==> config.mk <==
export PLATFORM = sky130hd
export DESIGN_NAME = logic_sweep
export DESIGN_NICKNAME = d
export VERILOG_FILES = /design/src/rtl/logic_sweep_pkg.sv /design/src/rtl/logic_sweep_core.sv /design/src/rtl/logic_sweep.sv
export SDC_FILE = /design/constraint.sdc
export NUM_CORES = 1
export LEC_CHECK = 0
export ABC_AREA = 1
export BUFFER_PORTS_ARGS = -buffer_cell sky130_fd_sc_hd__buf_2
export CORE_ASPECT_RATIO = 0.9
export CORE_UTILIZATION = 33
export CTS_CLUSTER_DIAMETER = 200
export DETAILED_ROUTE_END_ITERATION = 7
export GPL_TIMING_DRIVEN = 1
export PLACE_DENSITY = 0.49
export SYNTH_ARGS = -nofsm -noshare
export SYNTH_HDL_FRONTEND = slang
export SYNTH_SLANG_ARGS = --single-unit
==> constraint.sdc <==
create_clock -name clk -period 3 [get_ports clk]
set_input_delay 0.45 -clock clk [delete_from_list [all_inputs] [get_ports clk]]
set_output_delay 0.45 -clock clk [all_outputs]
set_load 0.005 [all_outputs]
==> src/rtl/logic_sweep_pkg.sv <==
// ============================================================================
// Module      : logic_sweep_pkg
// Description : Shared types for the logic sweeper: op-code enum, FSM state
//               type and the op-code to logic-unit select mapping.
// Revision    : 1.0 - initial release
// ============================================================================
`default_nettype none

package logic_sweep_pkg;

  localparam int unsigned NUM_OPS = 8;

  typedef enum logic [2:0] {
    OP_AND  = 3'd0,
    OP_OR   = 3'd1,
    OP_NOR  = 3'd2,
    OP_NAND = 3'd3,
    OP_XOR  = 3'd4,
    OP_XNOR = 3'd5,
    OP_NOT  = 3'd6,
    OP_NEG  = 3'd7
  } op_e;

  typedef enum logic [0:0] {
    ST_IDLE = 1'b0,
    ST_RUN  = 1'b1
  } state_e;

  // The logic unit decodes its select with the op-code bits reversed.
  function automatic logic [2:0] op_to_sel(input logic [2:0] op);
    return {op[0], op[1], op[2]};
  endfunction

endpackage

`default_nettype wire

==> src/rtl/logic_sweep_core.sv <==
// ============================================================================
// Module      : logic_op_core
// Description : Purely combinational evaluation of one logic op on a and b.
// Revision    : 1.0 - initial release
// ============================================================================
`default_nettype none

module logic_op_core
  import logic_sweep_pkg::*;
#(
  parameter int WIDTH = 32
) (
  input  logic [WIDTH-1:0] a,
  input  logic [WIDTH-1:0] b,
  input  op_e              op,
  output logic [WIDTH-1:0] result
);

  // Select the requested bitwise function; NEG drops the carry out.
  always_comb begin
    result = '0;
    case (op)
      OP_AND:  result = a & b;
      OP_OR:   result = a | b;
      OP_NOR:  result = ~a & ~b;
      OP_NAND: result = ~a | ~b;
      OP_XOR:  result = a ^ b;
      OP_XNOR: result = ~(a ^ b);
      OP_NOT:  result = ~a;
      OP_NEG:  result = ~a + {{(WIDTH-1){1'b0}}, 1'b1};
      default: result = '0;
    endcase
  end

endmodule

`default_nettype wire

==> src/rtl/logic_sweep.sv <==
// ============================================================================
// Module      : logic_sweep
// Description : Latches an operand pair and streams the result of each
//               enabled logic op (ascending op code) over a valid/ready
//               output, counting completed sweeps.
//               Optional macro LOGIC_SWEEP_MASK_EN enables per-op masking
//               through in_mask; otherwise all eight ops are issued.
// Revision    : 1.0 - initial release
// ============================================================================
`default_nettype none

module logic_sweep
  import logic_sweep_pkg::*;
#(
  parameter int WIDTH = 32,
  parameter int CNT_W = 16
) (
  input  logic             clk,
  input  logic             rst_n,
  input  logic             in_valid,
  output logic             in_ready,
  input  logic [WIDTH-1:0] in_a,
  input  logic [WIDTH-1:0] in_b,
  input  logic [7:0]       in_mask,
  output logic             out_valid,
  input  logic             out_ready,
  output logic [WIDTH-1:0] out_data,
  output logic [2:0]       out_op,
  output logic [2:0]       out_sel,
  output logic             out_last,
  output logic [CNT_W-1:0] sweep_cnt
);

  state_e           r_state;
  state_e           w_state_nxt;
  logic [WIDTH-1:0] r_a;
  logic [WIDTH-1:0] r_b;
  logic [7:0]       r_mask;
  logic [7:0]       w_mask_in;
  logic             w_accept;
  logic             w_advance;
  logic             w_finish;
  logic [2:0]       w_calc_op;
  logic [2:0]       w_calc_hi;
  logic [WIDTH-1:0] w_calc_a;
  logic [WIDTH-1:0] w_calc_b;
  logic [WIDTH-1:0] w_calc_res;

`ifdef LOGIC_SWEEP_MASK_EN
  assign w_mask_in = in_mask;
`else
  logic w_unused_mask;
  assign w_mask_in     = 8'hFF;
  assign w_unused_mask = ^in_mask;
`endif

  // Lowest enabled op whose code is at or above 'from' (from may be 8).
  function automatic logic [2:0] lowest_from(input logic [7:0] m, input logic [3:0] from);
    logic [2:0] r;
    r = 3'd0;
    for (int i = 7; i >= 0; i--) begin
      if (m[i] && (4'(i) >= from)) r = 3'(i);
    end
    return r;
  endfunction

  // Highest enabled op; it is the one flagged as last.
  function automatic logic [2:0] highest(input logic [7:0] m);
    logic [2:0] r;
    r = 3'd0;
    for (int i = 0; i < 8; i++) begin
      if (m[i]) r = 3'(i);
    end
    return r;
  endfunction

  assign in_ready = (r_state == ST_IDLE);

  // At acceptance the live operands feed the core so the first result is ready next cycle.
  assign w_calc_op = w_accept ? lowest_from(w_mask_in, 4'd0)
                              : lowest_from(r_mask, {1'b0, out_op} + 4'd1);
  assign w_calc_hi = w_accept ? highest(w_mask_in) : highest(r_mask);
  assign w_calc_a  = w_accept ? in_a : r_a;
  assign w_calc_b  = w_accept ? in_b : r_b;

  logic_op_core #(.WIDTH(WIDTH)) u_core (
    .a      (w_calc_a),
    .b      (w_calc_b),
    .op     (op_e'(w_calc_op)),
    .result (w_calc_res)
  );

  // Next-state decode; an empty sweep (nothing valid in RUN) completes at once.
  always_comb begin
    w_state_nxt = r_state;
    w_accept    = 1'b0;
    w_advance   = 1'b0;
    w_finish    = 1'b0;
    case (r_state)
      ST_IDLE: begin
        if (in_valid) begin
          w_accept    = 1'b1;
          w_state_nxt = ST_RUN;
        end
      end
      ST_RUN: begin
        if (!out_valid) begin
          w_finish    = 1'b1;
          w_state_nxt = ST_IDLE;
        end else if (out_ready) begin
          if (out_last) begin
            w_finish    = 1'b1;
            w_state_nxt = ST_IDLE;
          end else begin
            w_advance = 1'b1;
          end
        end
      end
      default: w_state_nxt = ST_IDLE;
    endcase
  end

  // State register.
  always_ff @(posedge clk or negedge rst_n) begin
    if (!rst_n) r_state <= ST_IDLE;
    else        r_state <= w_state_nxt;
  end

  // Operand latch and registered result stage.
  always_ff @(posedge clk or negedge rst_n) begin
    if (!rst_n) begin
      r_a       <= '0;
      r_b       <= '0;
      r_mask    <= '0;
      out_valid <= 1'b0;
      out_data  <= '0;
      out_op    <= 3'd0;
      out_sel   <= 3'd0;
      out_last  <= 1'b0;
    end else begin
      if (w_accept) begin
        r_a    <= in_a;
        r_b    <= in_b;
        r_mask <= w_mask_in;
      end
      if (w_accept || w_advance) begin
        out_valid <= w_accept ? (w_mask_in != 8'h00) : 1'b1;
        out_data  <= w_calc_res;
        out_op    <= w_calc_op;
        out_sel   <= op_to_sel(w_calc_op);
        out_last  <= (w_calc_op == w_calc_hi);
      end else if (w_finish) begin
        out_valid <= 1'b0;
        out_last  <= 1'b0;
      end
    end
  end

  // Completed-sweep counter, wraps naturally.
  always_ff @(posedge clk or negedge rst_n) begin
    if (!rst_n)        sweep_cnt <= '0;
    else if (w_finish) sweep_cnt <= sweep_cnt + 1'b1;
  end

endmodule

`default_nettype wire

# Word level (Yosys, flattened, before mapping)
# Index checks and enable logic that the tools add are counted.
[word_totals]
ff_bits = 122
input_bits = 76
out_inout_bits = 57
[op_classes]
n_addsub = 3
magnitude_cmp = 8
eq_ne = 8
muxes = 36
n_bitwise = 9
reduce_logical = 11
[op_table]
columns = ["operator", "count"]
rows = [
  ["$pmux W32 S8", 1],
  ["$not A32 Y32", 3],
  ["$and A32 B32 Y32", 2],
  ["$mux W32", 2],
  ["$or A32 B32 Y32", 2],
  ["$mux W3", 14],
  ["$add A32 B1 Y32 const B", 1],
  ["$xor A32 B32 Y32", 1],
  ["$add A16 B1 Y16 const B", 1],
  ["$ge A3 B4 Y1 const A", 4],
  ["$mux W1", 16],
  ["$eq A3 B3 Y1 const B", 4],
  ["$ge A1 B4 Y1 const A", 2],
  ["$ge A2 B4 Y1 const A", 2],
  ["$logic_and A1 B1 Y1", 8],
  ["$eq A3 B2 Y1 const B", 2],
  ["$add A3 B1 Y4 const B", 1],
  ["$mux W2", 2],
  ["$eq A3 B1 Y1 const B", 1],
  ["$eq A3 B3 Y1", 1],
  ["$logic_not A3 Y1", 1],
  ["$pmux W1 S2", 1],
  ["$reduce_bool A2 Y1", 1],
  ["$logic_or A1 B1 Y1", 1],
  ["$not A1 Y1", 1],
]

# Logic depth before layout (Yosys ltp)
[depth]
depth_word = 14
ltp_mapped = 18

# Cells and area by module
# From an unflattened synthesis, not the netlist that was laid out.
[hier_totals]
cells_unflattened = 1237
area_unflattened_um2 = 8574.5
[by_module_without_submodules]
columns = ["module", "instances", "cells_each", "area_per_inst_um2"]
rows = [
  ["logic_sweep", 1, 594, 5008.6],
  ["logic_op_core", 1, 643, 3565.9],
]

# Least setup slack after synthesis
# OpenSTA, ideal clock, no wires.
[synth_path]
path_kind = "register to register"
from = "register out_op[0]"
to = "register out_data[24]"
arrival_ps = 2113
setup_slack_ps = 822
stages_incl_launch_ff = 14
synth_period_minus_slack_ps = 2178
cell_sequence = "dfrtp_1 -> inv_1 -> ha_1 -> nor2_1 -> nand2_1 -> nor2_2 -> inv_1 -> nor2_1 -> buf_2 -> buf_2 -> nand3_1 -> nand2_1 -> nand2_1 -> nand2_1"
[synth_between]
elab_chain_cells = 14
word_cells_on_any_way = 35
cone_classes = "add/sub (1); order compare (8); eq/ne (7); mux (10); reduce/logical (9)"
[synth_rtl]
columns = ["item", "line_no", "source"]
rows = [
  ["from (decl)", "logic_sweep.sv:28", "output logic [2:0] out_op,"],
  ["from (signal assigned)", "logic_sweep.sv:149", "out_op <= w_calc_op;"],
  ["$add A3 B1 Y4 *", "logic_sweep.sv:81", ": lowest_from(r_mask, {1'b0, out_op} + 4'd1);"],
  ["$ge A3 B4 Y1", "logic_sweep.sv:62", "if (m[i] && (4'(i) >= from)) r = 3'(i);"],
  ["$logic_and A1 B1 Y1", "logic_sweep.sv:62", ""],
  ["$mux W3 (7 in series)", "logic_sweep.sv:62", ""],
  ["$mux W3 *", "logic_sweep.sv:62", ""],
  ["$mux W3 *", "logic_sweep.sv:80", "assign w_calc_op = w_accept ? lowest_from(w_mask_in, 4'd0)"],
  ["$eq A3 B3 Y1 (tied with other cells)", "logic_sweep_core.sv:22", "case (op)"],
  ["$pmux W32 S8 *", "logic_sweep_core.sv:22", ""],
  ["to (signal assigned)", "logic_sweep.sv:148", "out_data <= w_calc_res;"],
  ["to (decl)", "logic_sweep.sv:27", "output logic [WIDTH-1:0] out_data,"],
]
# Every way passes the cells marked *; elsewhere a longest branch is shown, timed or not.
# A chain may end at the register's enable or synchronous reset.

# Final worst setup path
[layout_path]
from = "register out_op[0]"
to = "register out_data[6]"
# Same word-level chain as after synthesis.

==> metrics.sh <==
CELLINTERNALPOWER_mW=6.18
SETUP_VIOL=0
TIMING.FMAX_MHz=381
GLOBAL_ROUTE_WIRE_LENGTH_BEFORE_REPAIR_MICRONS=46500
DETAILEDPLACEMENTHPWL_MICRONS=21100
CHIPWIDTH_MICRONS=177
NUMCLOCKSINKS=119
NUMPORTBUFFERS=124
SYNTH.FF_LATCH_COUNT=119
FILLER_CELL_COUNT=2908
SETUP_TOTAL_NEGATIVE_SLACK_PS=0
ANT_NETS=0
SYN-MEAN-INSTANCE-AREA_SQ_UM=6.96
SYNTH-SEQ-AREA-SHARE_PCT=32.8
GLOBALROUTETOTALUTIL_PCT=21.3
FINAL_SKEW_PS=11.7
CRIT_PATH_START_KIND='register'
WARNING_COUNT_FROM_THE_YOSYS_RUN=0
CPPEAKSTAGEDELAY_PS=440
MAX_SLEW_MARGIN_PCT=65.6
INITIAL_UTILIZATION_PCT=33.6
WORST-PATH-MAX-FANOUT=27
CRITPATHREQUIREDTIME_PS=3360
CTS_TREE='yes'
REPORT.FINAL.HOLD_VIOL_COUNT=0
FINAL_NET_COUNT=1574
WORST_IR_DROP_VDD_V=0.000509
SHARE_OF_THE_SYNTHESIZED_AREA_IN_THE_TOP_CELL_TYPE_PCT=32.8
ANTENNA_CELLS_INSERTED=0
YOSYS-MUX-AREA-FRACTION_PCT=0
WL_PER_CELL_MICRONS=16.2
COMPOUND_GATE_PORTION_OF_THE_SYNTHESIZED_AREA_PCT=7.38
DIEHEIGHT_MICRONS=159
TIMING.MAX_CAP.VIOLATIONS=0
IOS=133
CORE-AREA_SQ_MM=0.0270
CTS_INSERTED_BUFFERS=17
POST_SYNTHESIS_CELLS=1306
PWR-SHARE-SEQ_PCT=21.2
CLOCK_INSERTION_DELAY_WORST_SKEW_PS=430
SYNTH_XOR_AREA_SHARE_PCT=1.54
CLK_ROOT_BUFFER_CELL='sky130_fd_sc_hd__clkbuf_16'
ADDER_CELL_FRACTION_OF_SYNTH_AREA_PCT=9.49
FLOORPLAN.DIE_AREA_SQ_MM=0.0282
POSTSYNTHNETCOUNT=1451
GRT_PASS1_VIAS=8190
ROUTED-VIA-COUNT=8617
CLK_PIN_SLEW_PS=60
SYNTH-EDFF-COUNT=0
TIMING.FINAL.CRIT_PERIOD_PS=2620
FRACTION_OF_SYNTHESIS_FLOPS_USING_AN_ASYNCHRONOUS_SET_OR_RESET_PIN_PCT=100
TIGHTEST_SLEW_PS=516
MIN-DELAY-PATH-CLASS='in -> reg'
POST_CTS_RESIZE_COUNT=0
CRITICAL_PATH.TOP_DELAY_FAMILY='simple AND/OR/NAND/NOR gates'
POST_LAYOUT_NONFILLER_INSTANCES=1796
POSTSYNTH.TOPFLOPCELL='sky130_fd_sc_hd__dfrtp_1'
GRT_TOTAL_OVFL=0
GRT_ANTENNA_BEFORE_REPAIR=0
DPL.CELL_COUNT=1763
VIAS_PER_CELL=4.80
FINALMAXSLEWVIOLATIONS=0
CP.BUFFERS_INVERTERS=2
MULTI_INPUT_GATE_AREA_IN_THE_FINAL_LAYOUT_SQ_MM=0.00510
CLOCK_TREE_BUF_DEPTH=2
TIMING.CRITICAL_PATH.TO_TYPE='register'
MAXIMUM_NUMBER_OF_PINS_ON_ONE_NET_BEFORE_GLOBAL_ROUTE_REPAIR=55
SYNTH.CELL_AREA_SQ_MM=0.00909
CRITICAL-PATH-SLOWEST-CELL='sky130_fd_sc_hd__dfrtp_1'
TIMING.SETUP.CRITICAL_PATH_CLASS='reg -> reg'
CELLPOWERDENSITY_mW_PER_MM2=1130
CTS.HTREE.LEVELS=4
CELL_ACCOUNTING_FOR_THE_MOST_SYNTHESIZED_AREA='sky130_fd_sc_hd__dfrtp_1'
DRC_VIOLATION_TOTAL_AFTER_THE_FIRST_TRITONROUTE_ITERATION=552
OUTCOME='finished, final reports clean'
SHARE_OF_THE_CYCLE_NEEDED_BY_THE_CRITICAL_PATH_AFTER_ROUTING_PCT=87.4
POST-CTS-SETUP-BUFFER-COUNT=0
FOOTPRINT_OF_THE_FLIP_FLOPS_AND_LATCHES_SQ_MM=0.00298
SHARE_COMB_OF_TOTAL_POWER_PCT=62.1
YOSYS-TOP-CELLS-AREA='sky130_fd_sc_hd__dfrtp_1 33%, sky130_fd_sc_hd__nand2_1 16%, sky130_fd_sc_hd__ha_1 9.5%'
GPL.FINAL_WEIGHTED_CONGESTION=0.872
SYNTH-SIMPLE-AREA-SHARE_PCT=37.6
DOMINANT_COMBINATIONAL_CELL_FAMILY_BY_AREA_AFTER_SYNTHESIS='simple AND/OR/NAND/NOR gates'
P_LEAK_nW=5.63
AREA_DELTA_SYNTH_FINAL_PCT=18.7
P_SWITCHING_mW=6.00
WORSTPATHCELLLIST='inv_1, ha_1, nor2_1, nand2_1, nor2_2, buf_4, nand2_1, o21ai_1, nor2_1, nand3_1, nand3_1, nand2_1'
SWITCHING_SHARE_PCT=49.3
YOSYSUNIQUECELLTYPES=32
CLKPWRFRAC_PCT=16.7
RSZ_0062_RAISED_AFTER_GLOBAL_ROUTING='false'
DETAIL_ROUTE.DRC_VIOLATIONS=0
CPMOSTUSEDCELL='sky130_fd_sc_hd__nand2_1'
CRITICAL_PATH_ARRIVAL_PS=2980
ROUTED_WIRE_LENGTH_MICRONS=29200
POST_CTS_HOLD_BUFFER_COUNT=1
POST_ROUTE_CELLS_DRIVE_ABOVE_1_SHARE_PCT=19.0
PLACEMENTROWS=57
FIRST_PASS_ITERS=5
## path summary, 6_finish.rpt
check | start | endpoint | slack (ps) | cells past startpoint
min in group asynchronous | rst_n | sweep_cnt[5]$_DFFE_PN0P_ | 530 | 2
min reg2reg | sweep_cnt[15]$_DFFE_PN0P_ | sweep_cnt[15]$_DFFE_PN0P_ | 460 | 1
max | out_op[0]$_DFFE_PN0P_ | out_data[6]$_DFFE_PN0P_ | 380 | 12
min | in_b[27] | r_b[27]$_DFF_PN0_ | 340 | 3
max in group asynchronous | rst_n | r_a[14]$_DFF_PN0_ | 1560 | 3
max reg2reg | out_op[0]$_DFFE_PN0P_ | out_data[6]$_DFFE_PN0P_ | 380 | 12
## worst min-delay path: stages
cell and delay, ps:
sky130_fd_sc_hd__buf_2 70, sky130_fd_sc_hd__o21ai_0 110, sky130_fd_sc_hd__inv_1 90
## logic make-up (layout without fill, tap and decap cells)
logic type	count (synthesis)	after routing
adders and majority gates	69	69
DFF	119	119
xor gates and xnor gates	16	16
buffers and inverters	250	386
AOI/OAI and AO/OA	122	122
and+or+nand+nor	730	730
## sequential cells by signal, indices dropped and copies added (netlist names)
| signal | count |
|---|---|
| out_op | 2 |
| out_sel | 1 |
| sweep_cnt | 16 |
| out_last | 1 |
| out_valid | 1 |
| r_state | 1 |
| r_a | 32 |
| out_data | 32 |
| r_b | 32 |
| r_mask | 1 |
## layout make-up
| type | count | area share [%] |
|---|---|---|
| inverter | 192 | 6.70 |
| clock buffer | 17 | 3.94 |
| sequential | 119 | 27.6 |
| multi-input combinational | 937 | 47.2 |
| timing repair buffer | 162 | 9.13 |
| clock inverter | 15 | 1.32 |
| tap | 354 | 4.10 |
## power by group through the flow
stage / clock network [mW] / logic (mW) / registers (mW)
floorplan: 0 / 5.24 / 2.60
global placement: 0 / 7.45 / 2.60
detailed placement: 0 / 7.54 / 2.62
CTS: 2.07 / 7.58 / 2.59
global route: 2.13 / 8.62 / 2.67
finish: 2.03 / 7.56 / 2.59
## layer usage
metal  routed length, microns  vias up  GRT usage [%]  share of wire (%)
met2                    12700      223           32.2                 44
met3                     1440       21           3.34                4.9
met1                    14700     4024           31.6                 50
met4                      346        0           4.58                1.2
li1                         -     4349              -                  -
met5                        0        -              0                  0
## cells in the mapped netlist, types with 2 or more instances
cell type and count:
sky130_fd_sc_hd__nand2_1 391, sky130_fd_sc_hd__inv_1 186, sky130_fd_sc_hd__dfrtp_1 119, sky130_fd_sc_hd__nor2_1 87, sky130_fd_sc_hd__o21ai_0 86, sky130_fd_sc_hd__nand3_1 78
sky130_fd_sc_hd__nand3b_1 72, sky130_fd_sc_hd__ha_1 69, sky130_fd_sc_hd__or2_2 34, sky130_fd_sc_hd__nand4_1 26, sky130_fd_sc_hd__buf_2 23, sky130_fd_sc_hd__clkbuf_1 23
sky130_fd_sc_hd__nand2_2 22, sky130_fd_sc_hd__o211ai_1 18, sky130_fd_sc_hd__buf_4 9, sky130_fd_sc_hd__xor2_1 9, sky130_fd_sc_hd__a21oi_1 7, sky130_fd_sc_hd__nor2_2 7
sky130_fd_sc_hd__nor2_4 7, sky130_fd_sc_hd__xnor2_1 7, sky130_fd_sc_hd__inv_2 4, sky130_fd_sc_hd__o22ai_1 4, sky130_fd_sc_hd__buf_6 3, sky130_fd_sc_hd__nor3_1 3
sky130_fd_sc_hd__o21ai_1 3, sky130_fd_sc_hd__a22oi_1 2, sky130_fd_sc_hd__nand2_4 2
## layout by cell type (no fill, tap or decap), drive strengths merged
| cell type | netlist | layout |
|---|---|---|
| nand3b | 72 | 72 |
| a31oi | 1 | 1 |
| nand2 | 415 | 415 |
| nor2 | 101 | 101 |
| clkinv | 1 | 5 |
| o22ai | 4 | 4 |
| nand4 | 26 | 26 |
| a21oi | 7 | 7 |
| a22oi | 2 | 2 |
| dfrtp | 119 | 119 |
| xnor2 | 7 | 7 |
| bufinv | 0 | 1 |
| or2 | 34 | 34 |
| inv | 191 | 196 |
| clkinvlp | 0 | 5 |
| ha | 69 | 69 |
| clkbuf | 23 | 17 |
| dlygate4sd3 | 0 | 1 |
| buf | 35 | 161 |
| nand3 | 78 | 78 |
| xor2 | 9 | 9 |
| o211ai | 18 | 18 |
| nor3 | 4 | 4 |
| o21ai | 90 | 90 |
## metrics by stage
step           util [%]  worst slack [ps]  power, mW  instance area (sq um)  hold WS (ps)
2_1_floorplan         -               822       7.84                   9090           154
3_5_place_dp       37.8               351       10.2                  10200           452
5_1_grt            39.9               160       13.4                  10800           361
4_1_cts            39.9               413       12.2                  10800           332
6_report           39.9               377       12.2                  10800           343
3_3_place_gp       37.8               357       10.0                  10200           450
No activity file was read; power rests on OpenSTA's default activity.
